<file path="src/rtl/kill_detect.sv">
// kill_detect: collects bullet/enemy pixel overlaps over one frame, then
// walks every enemy slot for one cycle each and reports each kill as a pulse.
// Optional build macro KILL_LIMIT_EN: report only the lowest-index kill
// per frame. Any other hit flags are dropped silently when DRAIN ends.
//
//   state | meaning
//   SCAN  | accumulate sticky hit flags from pixel overlaps
//   DRAIN | visit slot idx = 0..N_ENEMIES-1, one per cycle, report hits
module kill_detect #(
  parameter int N_ENEMIES = 8,
  parameter int H_LAST    = 639,
  parameter int V_LAST    = 479
) (
  input  logic                 clk,
  input  logic                 reset,
  input  logic [9:0]           x,
  input  logic [8:0]           y,
  input  logic                 bullet_px,
  input  logic [N_ENEMIES-1:0] enemy_px,
  output logic                 killed,
  output logic [N_ENEMIES-1:0] kill_slot,
  output logic                 bullet_hit,
  output logic                 busy
);

  localparam int IDX_W = (N_ENEMIES > 1) ? $clog2(N_ENEMIES) : 1;
  localparam logic [IDX_W-1:0] IDX_LAST = IDX_W'(N_ENEMIES - 1);

  typedef enum logic {SCAN = 1'b0, DRAIN = 1'b1} state_t;

  state_t               state, state_d;
  logic [IDX_W-1:0]     idx, idx_d;
  logic [N_ENEMIES-1:0] hit, hit_d;
  logic                 any_hit, any_hit_d;
  logic                 killed_d, bullet_hit_d;
  logic [N_ENEMIES-1:0] kill_slot_d;
  logic                 frame_end;

`ifdef KILL_LIMIT_EN
  // Set once this frame's single permitted kill has been reported.
  logic                 reported, reported_d;
`endif

  assign frame_end = (x == 10'(H_LAST)) && (y == 9'(V_LAST));
  assign busy      = (state == DRAIN);

  // State, slot pointer, hit flags and registered pulse outputs.
  always_ff @(posedge clk or negedge reset) begin
    if (!reset) begin
      state      <= SCAN;
      idx        <= '0;
      hit        <= '0;
      any_hit    <= 1'b0;
      killed     <= 1'b0;
      kill_slot  <= '0;
      bullet_hit <= 1'b0;
`ifdef KILL_LIMIT_EN
      reported   <= 1'b0;
`endif
    end else begin
      state      <= state_d;
      idx        <= idx_d;
      hit        <= hit_d;
      any_hit    <= any_hit_d;
      killed     <= killed_d;
      kill_slot  <= kill_slot_d;
      bullet_hit <= bullet_hit_d;
`ifdef KILL_LIMIT_EN
      reported   <= reported_d;
`endif
    end
  end

  // Next-state logic: accumulate in SCAN, walk the slots in DRAIN.
  always_comb begin
    state_d      = state;
    idx_d        = idx;
    hit_d        = hit;
    any_hit_d    = any_hit;
    killed_d     = 1'b0;
    kill_slot_d  = '0;
    bullet_hit_d = 1'b0;
`ifdef KILL_LIMIT_EN
    reported_d   = reported;
`endif
    case (state)
      SCAN: begin
        // The frame-end pixel's own overlap is folded in before leaving SCAN.
        hit_d = hit | (enemy_px & {N_ENEMIES{bullet_px}});
        if (frame_end) begin
          state_d   = DRAIN;
          idx_d     = '0;
          any_hit_d = |hit_d;
`ifdef KILL_LIMIT_EN
          reported_d = 1'b0;
`endif
        end
      end
      DRAIN: begin
        if (hit[idx]) begin
`ifdef KILL_LIMIT_EN
          if (!reported) begin
            killed_d    = 1'b1;
            kill_slot_d = N_ENEMIES'(1) << idx;
            reported_d  = 1'b1;
          end
`else
          killed_d    = 1'b1;
          kill_slot_d = N_ENEMIES'(1) << idx;
`endif
          hit_d[idx] = 1'b0;
        end
        if (idx == IDX_LAST) begin
          // Leaving DRAIN: retire the bullet if anything was hit this frame.
          state_d      = SCAN;
          idx_d        = '0;
          hit_d        = '0;
          bullet_hit_d = any_hit;
          any_hit_d    = 1'b0;
        end else begin
          idx_d = idx + IDX_W'(1);
        end
      end
      default: begin
        state_d = SCAN;
        idx_d   = '0;
        hit_d   = '0;
      end
    endcase
  end

endmodule

</file>
<file path="config.mk">
export PLATFORM = sky130hd
export DESIGN_NAME = kill_detect
export DESIGN_NICKNAME = d
export VERILOG_FILES = /design/src/rtl/kill_detect.sv
export SDC_FILE = /design/constraint.sdc
export NUM_CORES = 1
export LEC_CHECK = 0
export ABC_AREA = 1
export CAP_MARGIN = 20
export CORE_ASPECT_RATIO = 1.1
export CORE_MARGIN = 2
export CORE_UTILIZATION = 40
export CTS_BUF_LIST = sky130_fd_sc_hd__clkbuf_2 sky130_fd_sc_hd__clkbuf_4 sky130_fd_sc_hd__clkbuf_8
export DETAILED_ROUTE_END_ITERATION = 16
export GPL_TIMING_DRIVEN = 0
export PLACE_DENSITY_LB_ADDON = 0.08
export SETUP_SLACK_MARGIN = 0.3
export SLEW_MARGIN = 40
export SYNTH_ARGS = -nofsm -noshare
export SYNTH_HDL_FRONTEND = slang
export SYNTH_SLANG_ARGS = --single-unit
</file>
<file path="constraint.sdc">
create_clock -name clk -period 1.35 [get_ports clk]
set_input_delay 0.27 -clock clk [delete_from_list [all_inputs] [get_ports clk]]
set_output_delay 0.27 -clock clk [all_outputs]
set_load 0.01 [all_outputs]
</file>
Yosys cells after proc, flatten, opt, wreduce, memory -nomap -nowiden:

Index checks and enable logic that the tools add are counted.

* multipliers: 0
* shift operators: 1
* reduce and logical (&&, ||, !) cells: 4
* bitwise operators: 5
* equal/unequal tests: 6
* div/mod/pow operators: 0
* order comparisons: 2
* mux-type cells: 22
* add/subtract/negate cells: 1

Operators with widths (count)
* 2-to-1 mux 8 bit: 4
* bitwise AND 8 bit: 2
* one-hot mux 8 bit (2 select lines): 1
* == test 10 bit, second input constant: 1
* 2-to-1 mux 1 bit: 10
* == test 9 bit, second input constant: 1
* NOT 8 bit: 1
* bitwise OR 8 bit: 1
* OR reduction 8 bit: 1
* left shift 1 x 3 -> 8 bit, first input constant: 1
* 2-to-1 mux 3 bit: 2
* one-hot mux 3 bit (2 select lines): 1
* < comparator 3 x 4 -> 1 bit, second input constant: 1
* one-hot mux 1 bit (2 select lines): 2
* adder 3 x 1 -> 3 bit, second input constant: 1
* binary-select mux 1 bit (select 3 bit): 1
* demux 1 bit (select 3 bit): 1
* == test 3 bit, second input constant: 1
* greater-or-equal comparator 3 x 1 -> 1 bit, second input constant: 1
* != test 3 x 1 -> 1 bit, second input constant: 1
* logical AND 1 bit: 2
* != test 2 x 1 -> 1 bit, second input constant: 1
* != test 2 bit, second input constant: 1
* AND reduction 2 bit: 1
* NOT 1 bit: 1

* bits in latches: 0
* RAM bits: 0
* flip-flop bits (word level): 23
* word-level logic and storage cells: 48
* output and inout port bits: 11
* memories: 0
* ROM bits: 0

Logic depth before layout (Yosys ltp):

* depth after elaboration: 9
* mapped depth: 8
* mapped depth without buffers: 8

Least setup slack after synthesis:

Ideal clock, no wire load.

* path kind: flip-flop to flip-flop
* start point: register idx[1]
* end point: register hit[4]
* clock period less this slack: 1.388 ns
* buffers on the path: 0
* library setup time: 0.083 ns
* cell stages (with the launch flop): 8
* arrival: 1.306 ns
* required time: 1.267 ns
* path slack: -0.038 ns
* path through: dfrtp_1 > ha_1 > ha_1 > inv_1 > nand2_1 > inv_1 > o211ai_1 > o21ai_0

* word-level cells in the longest chain between the ends: 9
* elaborated cells between the ends (all ways): 14
* classes of those cells: order compare: 2; eq/ne: 2; mux: 7; bitwise: 2; reduce/logical: 1

RTL lines
* from (decl): line 32 `logic [IDX_W-1:0] idx, idx_d;`
* from (signal assigned): line 62 `idx <= idx_d;`
* < comparator 3 x 4 -> 1 bit (implied by the code) / greater-or-equal comparator 3 x 1 -> 1 bit (equally long branches): line 111 `hit_d[idx] = 1'b0;`
* logical AND 1 bit (implied by the code): line 111
* 2-to-1 mux 1 bit (implied by the code): line 111
* demux 1 bit (select 3 bit): line 111
* NOT 8 bit (no source line)
* bitwise AND 8 bit (no source line)
* 2-to-1 mux 8 bit: line 100 `if (hit[idx]) begin`
* 2-to-1 mux 8 bit: line 113 `if (idx == IDX_LAST) begin`
* one-hot mux 8 bit (2 select lines): line 86 `case (state)`
* to (signal assigned): line 63 `hit <= hit_d;`
* to (decl): line 33 `logic [N_ENEMIES-1:0] hit, hit_d;`

Several ways; a longest one is shown, not always the timed one. The select of a mux whose other input is x is not followed.
A chain may end at the register's enable or synchronous reset.

Worst setup path after layout:

* start point: register idx[1]
* end point: register hit[2]

The elaborated chain is that of the path after synthesis.

==> qor.txt <==
Layout Utilization = 64.1%
worst setup margin = 0.0349 ns
Worst Clk Skew = 0.00868 ns
TritonCTS clock tree = built
routed via count = 1364
DRT Wirelength = 3230 um
Clock Path Buffers = 2
Die W = 59.3 um
Placer Congestion = 0.848
final instance area = 0.00210 sq mm
I/O Pins = 41
synth top area cells = dfrtp_1, nand2_1, nand3_1
top cell type's share of synthesized area = 42.8%
post-synthesis sequential area ratio = 42.8%
NumNets Final = 274
crit end category = flip-flop
remaining antenna violation count = 0
First DRT Iteration DRCs = 30
Max Clk Rate = 0.760 GHz
worst hold path cell count = 3
Root Buffer = clkbuf_4
# rows = 22
Placed Area = 0.00186 sq mm
# diodes = 0
min Tclk post-route = 1.32 ns
critical path's slowest cell = dfrtp_2
post-DP HPWL = 2360 um
Final setup viols = 0
total CTS buffers = 3
most frequent CP cell = ha_4
Ys Warns = 0
die area = 0.00384 sq mm
Setup crit start kind = flip-flop
worst hold path type = primary input to flip-flop
Die Ht = 64.8 um
initial antenna violation count = 0
all-layer global routing usage = 18.9%
first-pass GRT wire length = 5640 um
Max-cap violations = 0
Post-route DRC = 0
Yosys cell types = 23
vias in the first global route = 1277
Synth area leader = dfrtp_1
Critical Path Fanout Max = 4
asr flop ratio synth = 100%
starting density of the core = 41.0%
Post-synth EDFFs = 0
Slew Limit Headroom = 65.8%
Design Power = 1.15 mW
Syn Inst Count = 178
P&R area growth vs syn = 56.3%
pwr dens = 546 mW/mm^2
WHS = 0.353 ns
largest net degree at the start of global routing = 24
status = completed
period utilization = 97.4%
Mean Syn Cell Area = 7.55 sq um
Hold Vio Cnt, Final = 0
syn nets = 214
H-tree Lvls = 1
Post-Syn Area = 0.00134 sq mm
ratio of cells with drive above 1 in the final layout = 34.2%
CP Data Required Time = 1.58 ns
RSZ-0062 raised after global routing = yes
critical path class = flip-flop to flip-flop
Crit path largest cell delay = 0.47 ns
Placed Cells = 253
Main synth FF type = dfrtp_1
Vias/cell = 5.00
CP Cell Sequence = ha_4, ha_4, inv_6, nand2_8, o32ai_2
Max VDD drop = 285 uV
final slew viol count = 0
wire per inst = 11.8 um
First-pass DRT Iterations = 4
crit path DAT = 1.55 ns
GRT overflow = 0
LEAKAGE = 0.957 nW
Core ar. = 0.00328 sq mm
clock tree sinks = 23
clk_lat worst skew = 0.31 ns
worst slew pin tran = 0.514 ns
Setup Slack @ Placement = -0.166 ns
Port-buffer cells = 39
setup TNS = 0 ns
Reg2Reg Depth = 5
clk slew on worst S/H paths = 0.13 ns
Finished Layout Cells = 273
Synth Register Bits = 23
[cell type report]
type / count / area [sq um]
Fill cell: 268 / 1170
Multi-Input combinational cell: 124 / 786
Buffer: 6 / 65.1
Timing Repair Buffer: 55 / 468
Tap cell: 36 / 45.0
Inverter: 25 / 126
Sequential cell: 23 / 581
Clock buffer: 4 / 30.0
[logic make-up after synthesis]
kind of cell | after synthesis | synth area share [%]
buffers and inverters | 31 | 11.2
DFF | 23 | 42.8
AOI/OAI and AO/OA | 21 | 8.85
and+or+nand+nor | 97 | 31.6
adders and majority gates | 6 | 5.59
[layout by cell type, fill, tap and decap left out, types with 3 or more instances in the layout]
| master | count |
|---|---|
| buf_4 | 12 |
| nand3_1 | 12 |
| nor2_2 | 5 |
| o21ai_2 | 4 |
| clkbuf_4 | 4 |
| nand4_1 | 5 |
| nor3_1 | 3 |
| o21ai_1 | 3 |
| a21oi_1 | 7 |
| buf_2 | 12 |
| ha_1 | 3 |
| nor2_1 | 18 |
| dfrtp_1 | 19 |
| ha_4 | 3 |
| inv_1 | 18 |
| nand3_2 | 6 |
| dlygate4sd2_1 | 5 |
| nand2_1 | 37 |
| clkdlybuf4s50_1 | 22 |
| dfrtp_2 | 4 |
| buf_6 | 7 |
| nand2_2 | 4 |
[worst max-delay path: cells and delay by family (launching register included)]
family / cells / cell delay [ns]
simple gates: 1 / 0.07
buf+inv: 1 / 0.07
fa+ha+maj: 2 / 0.36
compound gates: 1 / 0.26
flops: 1 / 0.47
[registers in the layout, indices dropped and copies added, names as in the netlist]
name        flops
any_hit         1
idx             3
killed          1
hit             8
kill_slot       8
busy            1
bullet_hit      1
[repair_timing]
action                                  in CTS  in global routing
resized for setup                           67                 25
endpoints found under the hold margin       23                  0
hold buffers                                 1                  0
setup buffers                               13                  2
gates cloned                                 0                  0
pin swaps                                   18                  8
endpoints found under the setup margin      34                 34
[cells in the mapped netlist (3+ instances only)]
cell type / number
a21oi_1: 9
buf_6: 3
dfrtp_1: 23
ha_1: 6
inv_1: 22
nand2_1: 42
nand3_1: 17
nand4_1: 5
nor2_1: 22
nor2_2: 3
nor3_1: 4
o21ai_0: 5
[layer usage]
layer  part of all wire, %  track usage [%]  vias up
met5                     0                0        -
met4                   1.2             5.68        0
met3                   5.9             2.59        4
met2                    51             32.4       53
met1                    42             24.2      615
li1                      -                -      692
[report_power, final]
group / total, mW / internal [mW] / switching [mW]
Combinational: 0.119 / 0.0760 / 0.0429
Sequential: 0.689 / 0.689 / 0.000387
Clock: 0.338 / 0.136 / 0.202
[path summary, 6_finish.rpt]
| check | from | end | slack, ns |
|---|---|---|---|
| setup / recovery | idx[1]$_DFFE_PN0P_ | hit[2]$_DFFE_PN0P_ | 0.03 |
| hold / removal | bullet_px | hit[0]$_DFFE_PN0P_ | 0.35 |
| setup reg to reg | idx[1]$_DFFE_PN0P_ | hit[2]$_DFFE_PN0P_ | 0.03 |
| hold reg to reg | any_hit$_DFFE_PN0P_ | bullet_hit$_DFF_PN0_ | 0.55 |
| max in group asynchronous | reset | idx[0]$_DFFE_PN0P_ | 0.53 |
| min in group asynchronous | reset | kill_slot[1]$_DFF_PN0_ | 0.44 |
(Power assumes the default switching activity.)
